## config.mk

```make
export PLATFORM = sky130hd
export DESIGN_NAME = reflet_bus_bridge
export DESIGN_NICKNAME = d
export VERILOG_FILES = /design/src/rtl/reflet_bus_bridge.sv
export SDC_FILE = /design/constraint.sdc
export NUM_CORES = 1
export LEC_CHECK = 0
export BUFFER_PORTS_ARGS = -buffer_cell sky130_fd_sc_hd__buf_2
export CELL_PAD_IN_SITES_DETAIL_PLACEMENT = 1
export CELL_PAD_IN_SITES_GLOBAL_PLACEMENT = 1
export CORE_MARGIN = 3
export CORE_UTILIZATION = 41
export CTS_CLUSTER_DIAMETER = 200
export DETAILED_ROUTE_END_ITERATION = 10
export PLACE_DENSITY_LB_ADDON = 0.1
export REMOVE_ABC_BUFFERS = 1
export SETUP_SLACK_MARGIN = 0.05
export SLEW_MARGIN = 20
export SYNTH_ARGS = -nofsm -noshare
export SYNTH_HDL_FRONTEND = slang
export SYNTH_SLANG_ARGS = --single-unit
```

## constraint.sdc

```tcl
create_clock -name clk -period 3.9 [get_ports clk]
set_input_delay 0.39 -clock clk [delete_from_list [all_inputs] [get_ports clk]]
set_output_delay 0.39 -clock clk [all_outputs]
set_load 0.005 [all_outputs]
```

## src/rtl/reflet_bus_bridge.sv

```systemverilog
// Bridges the Reflet CPU system bus to a request/acknowledge memory port.
// The CPU is stalled through cpu_enable while each access runs.
module reflet_bus_bridge #(
   parameter int wordsize = 16,
   parameter int timeout  = 255
) (
   input  logic                clk,
   input  logic                reset,
   input  logic                sys_enable,
   input  logic [wordsize-1:0] cpu_addr,
   input  logic [wordsize-1:0] cpu_data_out,
   input  logic                cpu_write_en,
   output logic [wordsize-1:0] cpu_data_in,
   output logic                cpu_enable,
   output logic                mem_req,
   output logic [wordsize-1:0] mem_addr,
   output logic [wordsize-1:0] mem_wdata,
   output logic                mem_we,
   input  logic                mem_ack,
   input  logic [wordsize-1:0] mem_rdata,
   output logic                bus_error
);

   localparam int CW = $clog2(timeout + 1);
   localparam logic [CW-1:0] LAST = CW'(timeout - 1);

   typedef enum logic [1:0] {CAPTURE, WAIT, PRESENT} state_t;

   state_t        state, next;
   logic [CW-1:0] cnt;
   logic          last;

   assign last = (cnt == LAST);

   always_ff @(posedge clk or posedge reset) begin
      if (reset) state <= CAPTURE;
      else       state <= next;
   end

   always_comb begin
      next       = state;
      cpu_enable = 1'b0;
      case (state)
         CAPTURE: next = WAIT;
         WAIT:    if (mem_ack || last) next = PRESENT;
         PRESENT: begin
            cpu_enable = sys_enable;
            if (sys_enable) next = CAPTURE;
         end
         default: next = CAPTURE;
      endcase
   end

   // Ack takes priority over the timeout abort when both land on the same edge.
   always_ff @(posedge clk or posedge reset) begin
      if (reset) begin
         mem_req     <= 1'b0;
         mem_we      <= 1'b0;
         mem_addr    <= '0;
         mem_wdata   <= '0;
         cpu_data_in <= '0;
         bus_error   <= 1'b0;
         cnt         <= '0;
      end else begin
         bus_error <= 1'b0;
         case (state)
            CAPTURE: begin
               mem_addr  <= cpu_addr;
               mem_wdata <= cpu_data_out;
               mem_we    <= cpu_write_en;
               mem_req   <= 1'b1;
               cnt       <= '0;
            end
            WAIT: begin
               if (mem_ack) begin
                  mem_req     <= 1'b0;
                  cpu_data_in <= mem_we ? '0 : mem_rdata;
               end else if (last) begin
                  mem_req     <= 1'b0;
                  cpu_data_in <= '1;
                  bus_error   <= 1'b1;
               end else begin
                  cnt <= cnt + 1'b1;
               end
            end
            default: ;
         endcase
      end
   end

endmodule

```

== Yosys cells after proc, flatten, opt, wreduce, memory -nomap -nowiden ==
Index checks and enable logic that the tools add are counted.

* Register bits after elaboration: 61
* Word-level logic and storage cells: 41
* Output and inout bits: 52

* Muxes and demuxes: 16
* Equality and inequality tests: 8
* Reduce and logical (&&, ||, !) cells: 8
* $add $sub $neg: 1

{| class="wikitable"
|+ Operators with widths
! operator !! count
|-
| 16-bit 2-to-1 mux || 3
|-
| 8-bit 2-to-1 mux || 2
|-
| 8-bit one-hot mux with 2 select lines || 1
|-
| 8-bit by 1-bit adder with 8-bit output, second input constant || 1
|-
| 8-bit equality test, second input constant || 1
|-
| 2-bit inequality test, second input constant || 4
|-
| 1-bit 2-to-1 mux || 6
|-
| 2-bit one-hot mux with 3 select lines || 1
|-
| 2-bit AND reduction || 3
|-
| 2-bit 2-to-1 mux || 2
|-
| 2-bit nonzero test || 2
|-
| 3-bit inequality test, second input constant || 1
|-
| 3-bit AND reduction || 1
|-
| 2-bit by 1-bit equality test with 1-bit output, second input constant || 1
|-
| 2-bit equality test, second input constant || 1
|-
| 2-bit zero test || 1
|-
| 1-bit one-hot mux with 2 select lines || 1
|-
| 1-bit logical OR || 1
|}

== Longest topological paths before layout ==
Gate-level depths: netlist (run 1).

* Depth in word-level cells: 4
* Gate-level depth with buffers: 7

== Worst setup path after synthesis (run 1) ==
OpenSTA, ideal clock, no wires.

* Kind: register to register
* Start: reg cnt[0]
* End: reg cnt[6]
* Arrival: 1.329 ns
* Slack: 2.438 ns
* Stages on the path, launching flop included: 7
* Path buffers: 1
* Clock period less this slack: 1.462 ns
* Setup time: 0.133 ns
* Required time: 3.767 ns
* Cells stage by stage: dfrtp_1 > inv_1 > ha_1 > and3_1 > buf_2 > o311ai_0 > nand2_1

* Word-level cells in the longest chain between the ends: 4
* Elaborated cells between the ends (all ways): 7

{| class="wikitable"
|+ Ends and longest elaborated chain
! item !! RTL line !! RTL
|-
| start, declared || 30 || <nowiki>logic [CW-1:0] cnt;</nowiki>
|-
| start signal, assigned || 83 || <nowiki>cnt <= cnt + 1'b1;</nowiki>
|-
| 8-bit by 1-bit adder with 8-bit output || 83 ||
|-
| 8-bit 2-to-1 mux || 78 || <nowiki>end else if (last) begin</nowiki>
|-
| 8-bit 2-to-1 mux || 75 || <nowiki>if (mem_ack) begin</nowiki>
|-
| 8-bit one-hot mux with 2 select lines || 66 || <nowiki>case (state)</nowiki>
|}

Several ways; a longest one is shown, not always the timed one. The select of a mux whose other input is x is not followed.
A chain may end at the register's enable or synchronous reset.

== Worst setup path after layout (run 1) ==
* Start: reg state[1]
* End: reg mem_wdata[10]

* Word-level cells in the longest chain between the ends: 1

{| class="wikitable"
|+ Ends and longest elaborated chain
! item !! RTL line !! RTL
|-
| start, declared || 29 || <nowiki>state_t state, next;</nowiki>
|-
| start signal, assigned || 37 || <nowiki>else state <= next;</nowiki>
|-
| 2-bit zero test || 66 ||
|-
| end signal, assigned || 69 || <nowiki>mem_wdata <= cpu_data_out;</nowiki>
|-
| end, declared || 17 || <nowiki>output logic [wordsize-1:0] mem_wdata,</nowiki>
|}

No other way between the ends.

==> metrics.md, run 1 <==
| Metric | Value |
|---|---|
| Result of the run | complete, no violations |
| Total number of vias | 2239 |
| TritonCTS clock tree | done |
| Fraction of power consumed by the clock network | 0.234 |
| Final number of hold-violating endpoints | 0 |
| Area growth from synthesis to layout | 27.8% |
| Synth Cell Area | 2870 um2 |
| Worst clock skew | ~0.0084 ns |
| Leading register cell type out of synthesis | sky130_fd_sc_hd__dfrtp_1 |
| Crit-path slowest cell | sky130_fd_sc_hd__nor2_4 |
| Register share of total power | 0.385 |
| Detailed placer's ending HPWL | about 5.1 mm |
| Height of the chip | between 80 and 90 um |
| Clock transition at the register clock pins on the worst setup and hold paths after CTS | 0.07 ns |
| Total power per unit cell area | 816 nW/um2 |
| HP Class | input pin to asynchronous set/reset pin |
| DRT iter0 DRCs | 88 |
| Die footprint | around 8000 um2 |
| Row count | 29 |
| Skew-Pair Late Insertion Delay | roughly 0.33 ns |
| Worst reg2reg startpoint | state[1]$_DFFE_PP0P_ |
| Source of the critical timing path | state[1]$_DFFE_PP0P_ |
| Post-Route Setup TNS | 0 ns |
| Critical path buffer and inverter count | 0 |
| Area of the placeable core | ~6600 um2 |
| Comb pwr share | 0.381 |
| Cells after synthesis | approximately 230 |
| Worst max-slew margin expressed relative to the limit | 0.373 |
| Weighted congestion at the end of routability-driven global placement | between 0.7 and 0.8 |
| Post-synth top area share | 0.532 |
| Mean instance size in the synthesized netlist | 12.3 um2 |
| Total routing resource utilization after global routing | 0.193 |
| Antenna-violating nets left | 0 |
| Cell type with the highest aggregate area in the netlist | sky130_fd_sc_hd__dfrtp_1 |
| Launching element type of the critical path | register |
| Io pins | approximately 110 |
| Number of global-route vias before repair | 2384 |
| Initial Util | 0.437 |
| Worst-case hold slack | around 0.23 ns |
| Number of buffers inserted by hold repair at cts | 0 |
| Number of optimization iterations in the first detailed-route pass | 4 |
| Max-Cap Viols | 0 |
| Setup CP Type | register to register |
| Wire length per cell | 17.0 um |
| Final total power | 2.99 mW |
| Via density per instance | between 5 and 6 |
| Setup repair after global routing missed its margin | false |
| Switching Share | 0.336 |
| Endpoints failing setup | 0 |
| Share of the cycle needed by the critical path after routing | 0.490 |
| Peak ir drop on the vdd network | 0.000384 V |
| Syn. warnings | 0 |
| Clock Tree Buf Depth | 2 |
| Clk root buf | sky130_fd_sc_hd__clkbuf_8 |
| Endpoint required time on the critical path | a little over 4 ns |
| Top achievable clock speed | between 500 and 600 MHz |
| Minimum clock period after layout | 1.91 ns |
| Register area share after synthesis | 0.532 |
| Slew at the pin with the worst max-slew slack | about 0.94 ns |
| Diodes inserted | 0 |
| H-tree depth reported by CTS | 3 |
| Share of synthesized registers carrying an async set or reset | 1.00 |
| Count of state elements after synthesis | 61 |
| Utilization after layout | 0.558 |
| Cells traversed along the worst timing path | nor2_4 -> mux2_2 |
| Wire length of the first global-routing pass | ~12 mm |
| Die width | approximately 90 um |
| Data arrival, critical path | between 2 and 2.5 ns |
| Fraction of layout instances using a drive strength above 1 | 0.524 |
| Cell family with most CP delay | simple AND/OR/NAND/NOR gates |
| Quantity of I/O buffers inserted on ports | roughly 100 |
| Leakage | about 1.7 nW |
| Total global routing overflow | 0 |
| NetSw | between 1 and 1.5 mW |
| Delay of the slowest cell on the worst path | slightly below 0.8 ns |
| Post-synth EDFFs | 0 |
| Maximum number of pins on one net before global-route repair | between 40 and 50 |
| Int Pwr | ~2.0 mW |
| Number of antenna violations at the first check in global routing | 1 |
| Number of pins with negative max-slew slack in the final report | 0 |
| Remaining design rule violation count | 0 |
| Cts bufs inserted | 9 |
| PostCTS Resize Cnt | 0 |
| Final layout net count | about 390 |
| Most area-consuming cells after synthesis | sky130_fd_sc_hd__dfrtp_1 53%, sky130_fd_sc_hd__mux2_2 12%, sky130_fd_sc_hd__o22ai_2 4.4% |
| Nature of the critical path endpoint | register |
| Crit Path Max Fanout | 35 |
| Count of unique library cells instantiated by Yosys | 48 |
| Total Routed Length | around 7.4 mm |
| Number of buffers added for setup after CTS | 0 |
| Sinks on the clock net | 61 |
cell usage in the layout, fill, tap and decap left out, types with 2 or more instances in the layout:
cell type                   instances
sky130_fd_sc_hd__mux2_1             3
sky130_fd_sc_hd__a22oi_1            2
sky130_fd_sc_hd__o22ai_2           10
sky130_fd_sc_hd__a211oi_1           2
sky130_fd_sc_hd__clkbuf_8          11
sky130_fd_sc_hd__o22ai_1            8
sky130_fd_sc_hd__nor2b_1           19
sky130_fd_sc_hd__o21ai_0            3
sky130_fd_sc_hd__a21oi_1            7
sky130_fd_sc_hd__nand4_1            2
sky130_fd_sc_hd__dfrtp_1           61
sky130_fd_sc_hd__nand2_1            4
sky130_fd_sc_hd__bufinv_16          3
sky130_fd_sc_hd__buf_4              2
sky130_fd_sc_hd__o21ai_1            2
sky130_fd_sc_hd__nand2b_1           3
sky130_fd_sc_hd__mux2_2            30
sky130_fd_sc_hd__nor2_1            17
sky130_fd_sc_hd__nand3_1            2
sky130_fd_sc_hd__ha_1               2
sky130_fd_sc_hd__a21oi_2           10
sky130_fd_sc_hd__inv_1              6
sky130_fd_sc_hd__buf_2            104
through the flow:
step,setup slack [ns],std cells,instance area (um2)
after global placement,2.00,418,3420
after floorplan,2.00,219,2770
after global routing,1.88,433,3670
final,1.99,433,3670
after CTS,1.97,433,3670
after detailed placement,1.96,418,3420
flip-flops by register name (all words and copies together) (netlist names):
name,flops
mem_we,1
bus_error,1
state,2
mem_wdata,16
mem_addr,16
mem_req,1
cnt,8
cpu_data_in,16
layout make-up:
cell class              instances  area [um2]
inverters                       7        26.3
repair buffers                106         536
flip-flops and latches         61        1530
well taps                      93         116
multi-input cells             151        1210
fillers                       743        2900
clock inverters                 4        95.1
clock buffers                  11         151
metal layers:
metal / share of wire / vias up / global-route usage
met5: 0.0018 / - / 0
met4: 0.013 / 2 / 0.0528
met3: 0.096 / 11 / 0.0976
met2: 0.48 / 82 / 0.294
met1: 0.41 / 1107 / 0.243
li1: - / 1037 / -
worst paths after layout:
check,slack (ns),cells past startpoint,endpoint
min in group clk,0.24,2,state[1]$_DFFE_PP0P_
worst max register to register,1.99,2,mem_wdata[10]$_DFFE_PP0P_
worst min-delay path,0.23,2,state[1]$_DFFE_PP0P_
worst min register to register,0.49,1,mem_wdata[1]$_DFFE_PP0P_
worst max-delay path,1.99,2,mem_wdata[10]$_DFFE_PP0P_
max in group asynchronous,2.84,3,cnt[1]$_DFFE_PP0P_
cells by family (layout without fill, tap and decap cells):
| family | count (synthesis) | in the layout | share of synthesized area |
|---|---|---|---|
| AND/OR/NAND/NOR | 63 | 63 | 0.133 |
| flip-flops | 61 | 61 | 0.532 |
| AO/OA/AOI/OAI | 52 | 52 | 0.149 |
| multiplexers | 34 | 34 | 0.133 |
| buffers and inverters | 21 | 128 | 0.0441 |
| adder cells (fa/ha/maj) | 2 | 2 | 0.00872 |
power by group through the flow:
| stage | clock network, mW | logic, mW | registers (mW) |
|---|---|---|---|
| floorplan | 0 | 0.674 | 1.15 |
| global placement | 0 | 1.12 | 1.15 |
| detailed placement | 0 | 1.16 | 1.16 |
| CTS | 0.717 | 1.16 | 1.16 |
| global route | 0.745 | 1.26 | 1.20 |
| finish | 0.700 | 1.14 | 1.15 |
Yosys cell counts (2+ instances only):
library cell / n
sky130_fd_sc_hd__dfrtp_1: 61
sky130_fd_sc_hd__mux2_2: 30
sky130_fd_sc_hd__nor2b_1: 19
sky130_fd_sc_hd__nor2_1: 17
sky130_fd_sc_hd__a21oi_2: 10
sky130_fd_sc_hd__o22ai_2: 10
sky130_fd_sc_hd__o22ai_1: 8
sky130_fd_sc_hd__a21oi_1: 7
sky130_fd_sc_hd__inv_1: 7
sky130_fd_sc_hd__buf_2: 5
sky130_fd_sc_hd__buf_4: 5
sky130_fd_sc_hd__nand2_1: 4
sky130_fd_sc_hd__buf_6: 3
sky130_fd_sc_hd__mux2_1: 3
sky130_fd_sc_hd__nand2b_1: 3
sky130_fd_sc_hd__o21ai_0: 3
sky130_fd_sc_hd__a211oi_1: 2
sky130_fd_sc_hd__a22oi_1: 2
sky130_fd_sc_hd__ha_1: 2
sky130_fd_sc_hd__nand3_1: 2
sky130_fd_sc_hd__nand4_1: 2
sky130_fd_sc_hd__o21ai_1: 2
Power figures use the tool's default switching activity.
==> run 2: changes to the inputs <==
--- a/config.mk
+++ b/config.mk
@@ -9,7 +9,7 @@
 export CELL_PAD_IN_SITES_DETAIL_PLACEMENT = 1
 export CELL_PAD_IN_SITES_GLOBAL_PLACEMENT = 1
 export CORE_MARGIN = 3
-export CORE_UTILIZATION = 41
+export CORE_UTILIZATION = 34
 export CTS_CLUSTER_DIAMETER = 200
 export DETAILED_ROUTE_END_ITERATION = 10
 export PLACE_DENSITY_LB_ADDON = 0.1
==> constraint.sdc (replaced) <==
create_clock -name clk -period 1.6 [get_ports clk]
set_input_delay 0.16 -clock clk [delete_from_list [all_inputs] [get_ports clk]]
set_output_delay 0.16 -clock clk [all_outputs]
set_load 0.005 [all_outputs]
==> run 2 against run 1 <==
Setup slack got worse by 1.9 ns; cell area increased by 4.3%; via count increased by 1.6%; cell count grew 4.6%; critical endpoint is now state[1]$_DFFE_PP0P_; sequential cell count unchanged; first-iteration DRC count down 42%; register-to-register slack got worse by 1.9 ns; largest cell class unchanged.
==> metrics.md, run 2 (synthesized netlist as in run 1, its figures left out) <==
| Metric | Value |
|---|---|
| Worst-case hold slack | 0.0317 ns (was 0.233 ns) |
| Number of antenna violations at the first check in global routing | 0 (was 1) |
| Total Routed Length | 7.30 mm (was 7.37 mm) |
| Max-Cap Viols | 0 (unchanged) |
| Via density per instance | 5.02 (was 5.17) |
| Height of the chip | 97.8 um (was 89.6 um) |
| Remaining design rule violation count | 0 (unchanged) |
| Worst max-slew margin expressed relative to the limit | 0.620 (was 0.373) |
| Total number of vias | 2275 (was 2239) |
| Io pins | 105 (unchanged) |
| Final layout net count | 401 (was 391) |
| HP Class | input pin to register (was input pin to asynchronous set/reset pin) |
| Result of the run | complete, no violations (unchanged) |
| Data arrival, critical path | 1.70 ns (was 2.13 ns) |
| Die width | 97.8 um (was 89.6 um) |
| Registers with the highest flip-flop counts | cpu_data_in: 16 flops, mem_addr: 16 flops, mem_wdata: 16 flops (unchanged) |
| Area of the placeable core | 7970 um2 (was 6570 um2) |
| Detailed placer's ending HPWL | 5.24 mm (was 5.11 mm) |
| Maximum number of pins on one net before global-route repair | 50 (was 41) |
| Clk root buf | sky130_fd_sc_hd__clkbuf_8 (unchanged) |
| Skew-Pair Late Insertion Delay | 0.33 ns (about the same) |
| Leakage | 1.77 nW (was 1.74 nW) |
| Total routing resource utilization after global routing | 0.154 (was 0.193) |
| Total power per unit cell area | 1930 nW/um2 (was 816 nW/um2) |
| Nature of the critical path endpoint | register (unchanged) |
| Sinks on the clock net | 61 (unchanged) |
| DRT iter0 DRCs | 51 (was 88) |
| Number of buffers added for setup after CTS | 0 (unchanged) |
| Setup CP Type | register to register (unchanged) |
| Diodes inserted | 0 (unchanged) |
| Cts bufs inserted | 9 (unchanged) |
| DP Cell Count | 436 (was 418) |
| Endpoints failing setup | 0 (unchanged) |
| Top achievable clock speed | 671 MHz (was 523 MHz) |
| Wire length of the first global-routing pass | 11.9 mm (was 11.8 mm) |
| H-tree depth reported by CTS | 3 (unchanged) |
| Wire length per cell | 16.1 um (was 17.0 um) |
| TritonCTS clock tree | done (unchanged) |
| Most common library cell in the layout ignoring fill and taps | sky130_fd_sc_hd__buf_2 (unchanged) |
| Minimum clock period after layout | 1.49 ns (was 1.91 ns) |
| Number of cells in the finished layout apart from fillers | 453 (was 433) |
| Commonest cells after routing, fill and taps aside | 104 x sky130_fd_sc_hd__buf_2, 60 x sky130_fd_sc_hd__dfrtp_1, 30 x sky130_fd_sc_hd__mux2_2, 18 x sky130_fd_sc_hd__nor2b_1, 17 x sky130_fd_sc_hd__nor2_1 (was 104 x sky130_fd_sc_hd__buf_2, 61 x sky130_fd_sc_hd__dfrtp_1, 30 x sky130_fd_sc_hd__mux2_2, 19 x sky130_fd_sc_hd__nor2b_1, 17 x sky130_fd_sc_hd__nor2_1) |
| Die footprint | 9570 um2 (was 8030 um2) |
| Share of the cycle needed by the critical path after routing | 0.932 (was 0.490) |
| Launching element type of the critical path | register (unchanged) |
| Initial Util | 0.360 (was 0.437) |
| Weighted congestion at the end of routability-driven global placement | 0.764 (was 0.799) |
| Total global routing overflow | 0 (unchanged) |
| Final number of hold-violating endpoints | 0 (unchanged) |
| Setup repair after global routing missed its margin | false (unchanged) |
| Slew at the pin with the worst max-slew slack | 0.570 ns (was 0.938 ns) |
| Area growth from synthesis to layout | 33.3% (was 27.8%) |
| Number of pins with negative max-slew slack in the final report | 0 (unchanged) |
| Row count | 32 (was 29) |
| Clock transition at the register clock pins on the worst setup and hold paths after CTS | 0.07 ns (about the same) |
| Worst clock skew | 0.00996 ns (was 0.00836 ns) |
| Number of optimization iterations in the first detailed-route pass | 4 (unchanged) |
| Utilization after layout | 0.480 (was 0.558) |
| Antenna-violating nets left | 0 (unchanged) |
| Crit Path Max Fanout | 6 (was 35) |
| Clock Tree Buf Depth | 2 (unchanged) |
| Peak ir drop on the vdd network | 0.000642 V (was 0.000384 V) |
| Fraction of layout instances using a drive strength above 1 | 0.553 (was 0.524) |
| Number of global-route vias before repair | 2320 (was 2384) |
| Post-Route Setup TNS | 0 ns (unchanged) |
| Endpoint required time on the critical path | 1.81 ns (was 4.11 ns) |
| Quantity of I/O buffers inserted on ports | 104 (unchanged) |
## run 2: cell count changes in the layout (fill, tap and decap cells not counted), moves of 2 or more
cell / before / now
sky130_fd_sc_hd__clkinvlp_4: 0 / 2
sky130_fd_sc_hd__buf_12: 0 / 4
sky130_fd_sc_hd__clkbuf_8: 11 / 9
sky130_fd_sc_hd__buf_4: 2 / 7
## run 2: routing by layer
layer	vias to the layer above	wire, um	track usage
met2	88	3180	0.232
met5	-	0	0
li1	1067	-	-
met3	7	445	0.0350
met1	1113	3570	0.217
met4	0	97	0.0575
## run 2: report_power, final
part	total [mW]	internal, mW	switching, mW
sequential	2.77	2.24	0.529
clock	1.53	0.882	0.652
combinational	3.08	1.74	1.35
total	7.38	4.86	2.53
## run 2: what timing repair did
item / CTS / global route
endpoints found under the setup margin: 9 / 22
hold endpoints to repair: 12 / 0
resized for setup: 1 / 8
pin swaps: 0 / 0
hold buffers: 1 / 0
## run 2: per-stage QoR
step                area [um2]  power (mW)  worst slack [ns]
floorplan                 2770        4.45            -0.262
global placement          3550        5.81            0.0863
detailed placement        3550        5.92            0.0483
CTS                       3780        7.50            0.0441
global route              3820        7.94            0.0477
finish                    3820        7.38             0.109
## run 2: layout make-up
| type | count | area, um2 |
|---|---|---|
| Clock buffer | 9 | 124 |
| Clock inverter | 7 | 97.6 |
| Fill cell | 884 | 4150 |
| Inverter | 7 | 26.3 |
| Multi-Input combinational cell | 151 | 1260 |
| Sequential cell | 61 | 1530 |
| Tap cell | 102 | 128 |
| Timing Repair Buffer | 116 | 663 |
## run 2: critical path, stage by stage (launching register included)
cell	delay [ns]
sky130_fd_sc_hd__dfrtp_1	0.39
sky130_fd_sc_hd__inv_1	0.08
sky130_fd_sc_hd__ha_1	0.25
sky130_fd_sc_hd__and3_4	0.24
sky130_fd_sc_hd__a21oi_1	0.27
sky130_fd_sc_hd__o22ai_1	0.13
## run 2: final timing paths
path	to	from	cells after the start	slack, ns
min	state[1]$_DFFE_PP0P_	sys_enable	2	0.03
min reg2reg	mem_wdata[15]$_DFFE_PP0P_	mem_wdata[15]$_DFFE_PP0P_	1	0.48
max in group asynchronous	state[0]$_DFFE_PP0P_	reset	4	0.71
max	state[1]$_DFFE_PP0P_	cnt[0]$_DFFE_PP0P_	5	0.11
min in group asynchronous	mem_wdata[13]$_DFFE_PP0P_	reset	3	0.32
max reg2reg	state[1]$_DFFE_PP0P_	cnt[0]$_DFFE_PP0P_	5	0.11
==> run 3: changes to the inputs <==
--- a/config.mk
+++ b/config.mk
@@ -12,7 +12,7 @@
 export CORE_UTILIZATION = 34
 export CTS_CLUSTER_DIAMETER = 200
 export DETAILED_ROUTE_END_ITERATION = 10
-export PLACE_DENSITY_LB_ADDON = 0.1
+export PLACE_DENSITY_LB_ADDON = 0.3
 export REMOVE_ABC_BUFFERS = 1
 export SETUP_SLACK_MARGIN = 0.05
 export SLEW_MARGIN = 20
==> run 3 against run 2 <==
Via count is 0.70% higher; cell count is 0.22% lower; non-clock buffer count stayed put; sequential cell count stayed put; clock skew is 0.0025 ns lower; global-route usage is 0.58 points higher; register-to-register slack better by 0.02 ns; setup slack better by 0.024 ns; critical endpoint is now cnt[4]$_DFFE_PP0P_.
==> metrics.md, run 3 (synthesized netlist as in run 1, its figures left out) <==
| Metric | Value |
|---|---|
| Total power per unit cell area | 1880 nW/um2 (was 1930 nW/um2) |
| Clock transition at the register clock pins on the worst setup and hold paths after CTS | 0.07 ns (about the same) |
| Die footprint | 9570 um2 (unchanged) |
| Antenna-violating nets left | 0 (unchanged) |
| Logic depth of the worst register-to-register path | 5 (unchanged) |
| Utilization after layout | 0.473 (was 0.480) |
| Placed cell areas | 3540 um2 (was 3550 um2) |
| Area of the placeable core | 7970 um2 (unchanged) |
| Fill count | 901 (was 884) |
| Worst clock skew | 0.00748 ns (was 0.00996 ns) |
| Skew-Pair Late Insertion Delay | 0.33 ns (about the same) |
| Number of global-route vias before repair | 2496 (was 2320) |
| Row count | 32 (unchanged) |
| Total Routed Length | 7.43 mm (was 7.30 mm) |
| Via density per instance | 5.07 (was 5.02) |
| Peak ir drop on the vdd network | 0.000927 V (was 0.000642 V) |
| Peak-usage layer in the global routing report | met2 (unchanged) |
| Total global routing overflow | 0 (unchanged) |
| Total number of vias | 2291 (was 2275) |
| R2r endpoint | cnt[4]$_DFFE_PP0P_ (was state[1]$_DFFE_PP0P_) |
| Number of optimization iterations in the first detailed-route pass | 4 (unchanged) |
| Area growth from synthesis to layout | 31.5% (was 33.3%) |
| Cells traversed along the worst timing path | inv_1 -> ha_1 -> and3_4 -> a211oi_1 -> o21ai_0 (was inv_1 -> ha_1 -> and3_4 -> a21oi_1 -> o22ai_1) |
| Most common library cell in the layout ignoring fill and taps | sky130_fd_sc_hd__buf_2 (unchanged) |
| Slew at the pin with the worst max-slew slack | 0.427 ns (was 0.570 ns) |
| Detailed placer's ending HPWL | 5.36 mm (was 5.24 mm) |
| Number of buffers added for setup after CTS | 0 (unchanged) |
| Critical path buffer and inverter count | 1 (unchanged) |
| Post-route worst setup slack | 0.133 ns (was 0.109 ns) |
| Area of all placed cells without fillers | 3770 um2 (was 3820 um2) |
| Clock Tree Buf Depth | 2 (unchanged) |
| H-tree depth reported by CTS | 3 (unchanged) |
| Worst max-slew margin expressed relative to the limit | 0.715 (was 0.620) |
| Worst-case hold path end point | state[1]$_DFFE_PP0P_ (unchanged) |
| Final number of hold-violating endpoints | 0 (unchanged) |
| Launching element type of the critical path | register (unchanged) |
| Quantity of I/O buffers inserted on ports | 104 (unchanged) |
| Top achievable clock speed | 682 MHz (was 671 MHz) |
| Wire length per cell | 16.4 um (was 16.1 um) |
| Final layout net count | 401 (unchanged) |
| Diodes inserted | 0 (unchanged) |
| DRT iter0 DRCs | 62 (was 51) |
| HP Class | input pin to register (unchanged) |
| Crit Path Max Fanout | 6 (unchanged) |
| Crit-path slowest cell | sky130_fd_sc_hd__dfrtp_1 (unchanged) |
| Wire length of the first global-routing pass | 12.3 mm (was 11.9 mm) |
| Final total power | 7.07 mW (was 7.38 mW) |
| Leakage | 1.75 nW (was 1.77 nW) |
| Met1 usage in global routing | 0.192 (was 0.217) |
| Worst reg2reg startpoint | cnt[0]$_DFFE_PP0P_ (unchanged) |
| Internal reg-to-reg setup slack | 0.13 ns (was 0.11 ns) |
| Worst Setup Slack post-DPL | 0.0239 ns (was 0.0483 ns) |
| Global routing met2 resource utilization | 0.270 (was 0.232) |
| Commonest cells after routing, fill and taps aside | 104 x sky130_fd_sc_hd__buf_2, 58 x sky130_fd_sc_hd__dfrtp_1, 30 x sky130_fd_sc_hd__mux2_2, 18 x sky130_fd_sc_hd__nor2b_1, 17 x sky130_fd_sc_hd__nor2_1 (was 104 x sky130_fd_sc_hd__buf_2, 60 x sky130_fd_sc_hd__dfrtp_1, 30 x sky130_fd_sc_hd__mux2_2, 18 x sky130_fd_sc_hd__nor2b_1, 17 x sky130_fd_sc_hd__nor2_1) |
| Hold Crit Start | sys_enable (unchanged) |
| Io pins | 105 (unchanged) |
| Cell family with most CP delay | flip-flops (was compound AO/OA/AOI/OAI gates) |
| Die width | 97.8 um (unchanged) |
| Number of antenna violations at the first check in global routing | 0 (unchanged) |
| Hold Path Depth | 2 (unchanged) |
| Clk root buf | sky130_fd_sc_hd__clkbuf_8 (unchanged) |
| Cts bufs inserted | 9 (unchanged) |
| Setup CP Type | register to register (unchanged) |
| Minimum clock period after layout | 1.47 ns (was 1.49 ns) |
| Share of the cycle needed by the critical path after routing | 0.917 (was 0.932) |
| Number of pins with negative max-slew slack in the final report | 0 (unchanged) |
| Met3 Usage GRT | 0.0357 (was 0.0350) |
| Total routing resource utilization after global routing | 0.160 (was 0.154) |
| Weighted congestion at the end of routability-driven global placement | 0.755 (was 0.764) |
| TritonCTS clock tree | done (unchanged) |
| Maximum number of pins on one net before global-route repair | 28 (was 50) |
| Height of the chip | 97.8 um (unchanged) |
| Fraction of layout instances using a drive strength above 1 | 0.554 (was 0.553) |
| Data arrival, critical path | 1.66 ns (was 1.70 ns) |
| Sinks on the clock net | 61 (unchanged) |
| Endpoints failing setup | 0 (unchanged) |
| Endpoint required time on the critical path | 1.79 ns (was 1.81 ns) |
| Result of the run | complete, no violations (unchanged) |
| Remaining design rule violation count | 0 (unchanged) |
| Setup repair after global routing missed its margin | false (unchanged) |
| Delay of the slowest cell on the worst path | 0.39 ns (about the same) |
| Max-Cap Viols | 0 (unchanged) |
| Registers with the highest flip-flop counts | cpu_data_in: 16 flops, mem_addr: 16 flops, mem_wdata: 16 flops (unchanged) |
| Initial Util | 0.360 (unchanged) |
| Nature of the critical path endpoint | register (unchanged) |
## run 3: changes by cell type in the layout (fill, tap and decap cells not counted), moves of 2 or more
cell | before | now
sky130_fd_sc_hd__bufinv_16 | 2 | 0
sky130_fd_sc_hd__clkbuf_8 | 9 | 11
sky130_fd_sc_hd__dfrtp_1 | 60 | 58
sky130_fd_sc_hd__dfrtp_2 | 1 | 3
## run 3: cell type report
class | instances | area, um2 | area share
repair buffers | 116 | 651 | 0.173
inverters | 7 | 26.3 | 0.00697
clock inverters | 3 | 21.3 | 0.00564
multi-input cells | 151 | 1260 | 0.334
well taps | 102 | 128 | 0.0339
flip-flops and latches | 61 | 1530 | 0.406
clock buffers | 12 | 155 | 0.0412
## run 3: timing repair
item | in CTS | in global routing
hold endpoints to repair | 17 | 0
pin swaps | 0 | 0
setup endpoints to repair | 17 | 24
hold buffers | 1 | 0
gates resized for setup | 3 | 8
## run 3: report_power, final
part           total [mW]  switching, mW  leakage, nW  internal, mW
logic                3.02           1.32        0.920          1.70
clock network        1.23          0.593       0.0884         0.639
registers            2.82          0.575        0.739          2.24
total                7.07           2.49         1.75          4.58
## run 3: how the worst max path moves through the flow
stage	startpoint	to	slack, ns	cells past startpoint
floorplan	state[0]$_DFFE_PP0P_	cnt[3]$_DFFE_PP0P_	-0.26	3
global placement	cnt[0]$_DFFE_PP0P_	bus_error$_DFF_PP0_	0.09	5
detailed placement	cnt[0]$_DFFE_PP0P_	cpu_data_in[12]$_DFFE_PP0P_	0.02	5
CTS	cnt[0]$_DFFE_PP0P_	cnt[5]$_DFFE_PP0P_	0.06	5
global route	cnt[0]$_DFFE_PP0P_	cnt[4]$_DFFE_PP0P_	0.03	5
finish	cnt[0]$_DFFE_PP0P_	cnt[4]$_DFFE_PP0P_	0.13	5
## run 3: stage by stage
| stage | cells | TNS [ns] | hold slack, ns |
|---|---|---|---|
| after floorplan | 219 | -8.74 | 0.233 |
| after global routing | 452 | 0 | 0.0355 |
| after global placement | 436 | 0 | 0.187 |
| after CTS | 452 | 0 | 0.0222 |
| final | 452 | 0 | 0.0339 |
| after detailed placement | 436 | 0 | 0.190 |
## run 3: routing by layer
metal  share of wire  routed length [um]  up-vias
met2            0.51                3810       68
met3           0.049                 363       20
met1            0.41                3030     1138
met5               0                   0        -
li1                -                   -     1065
met4           0.030                 226        0
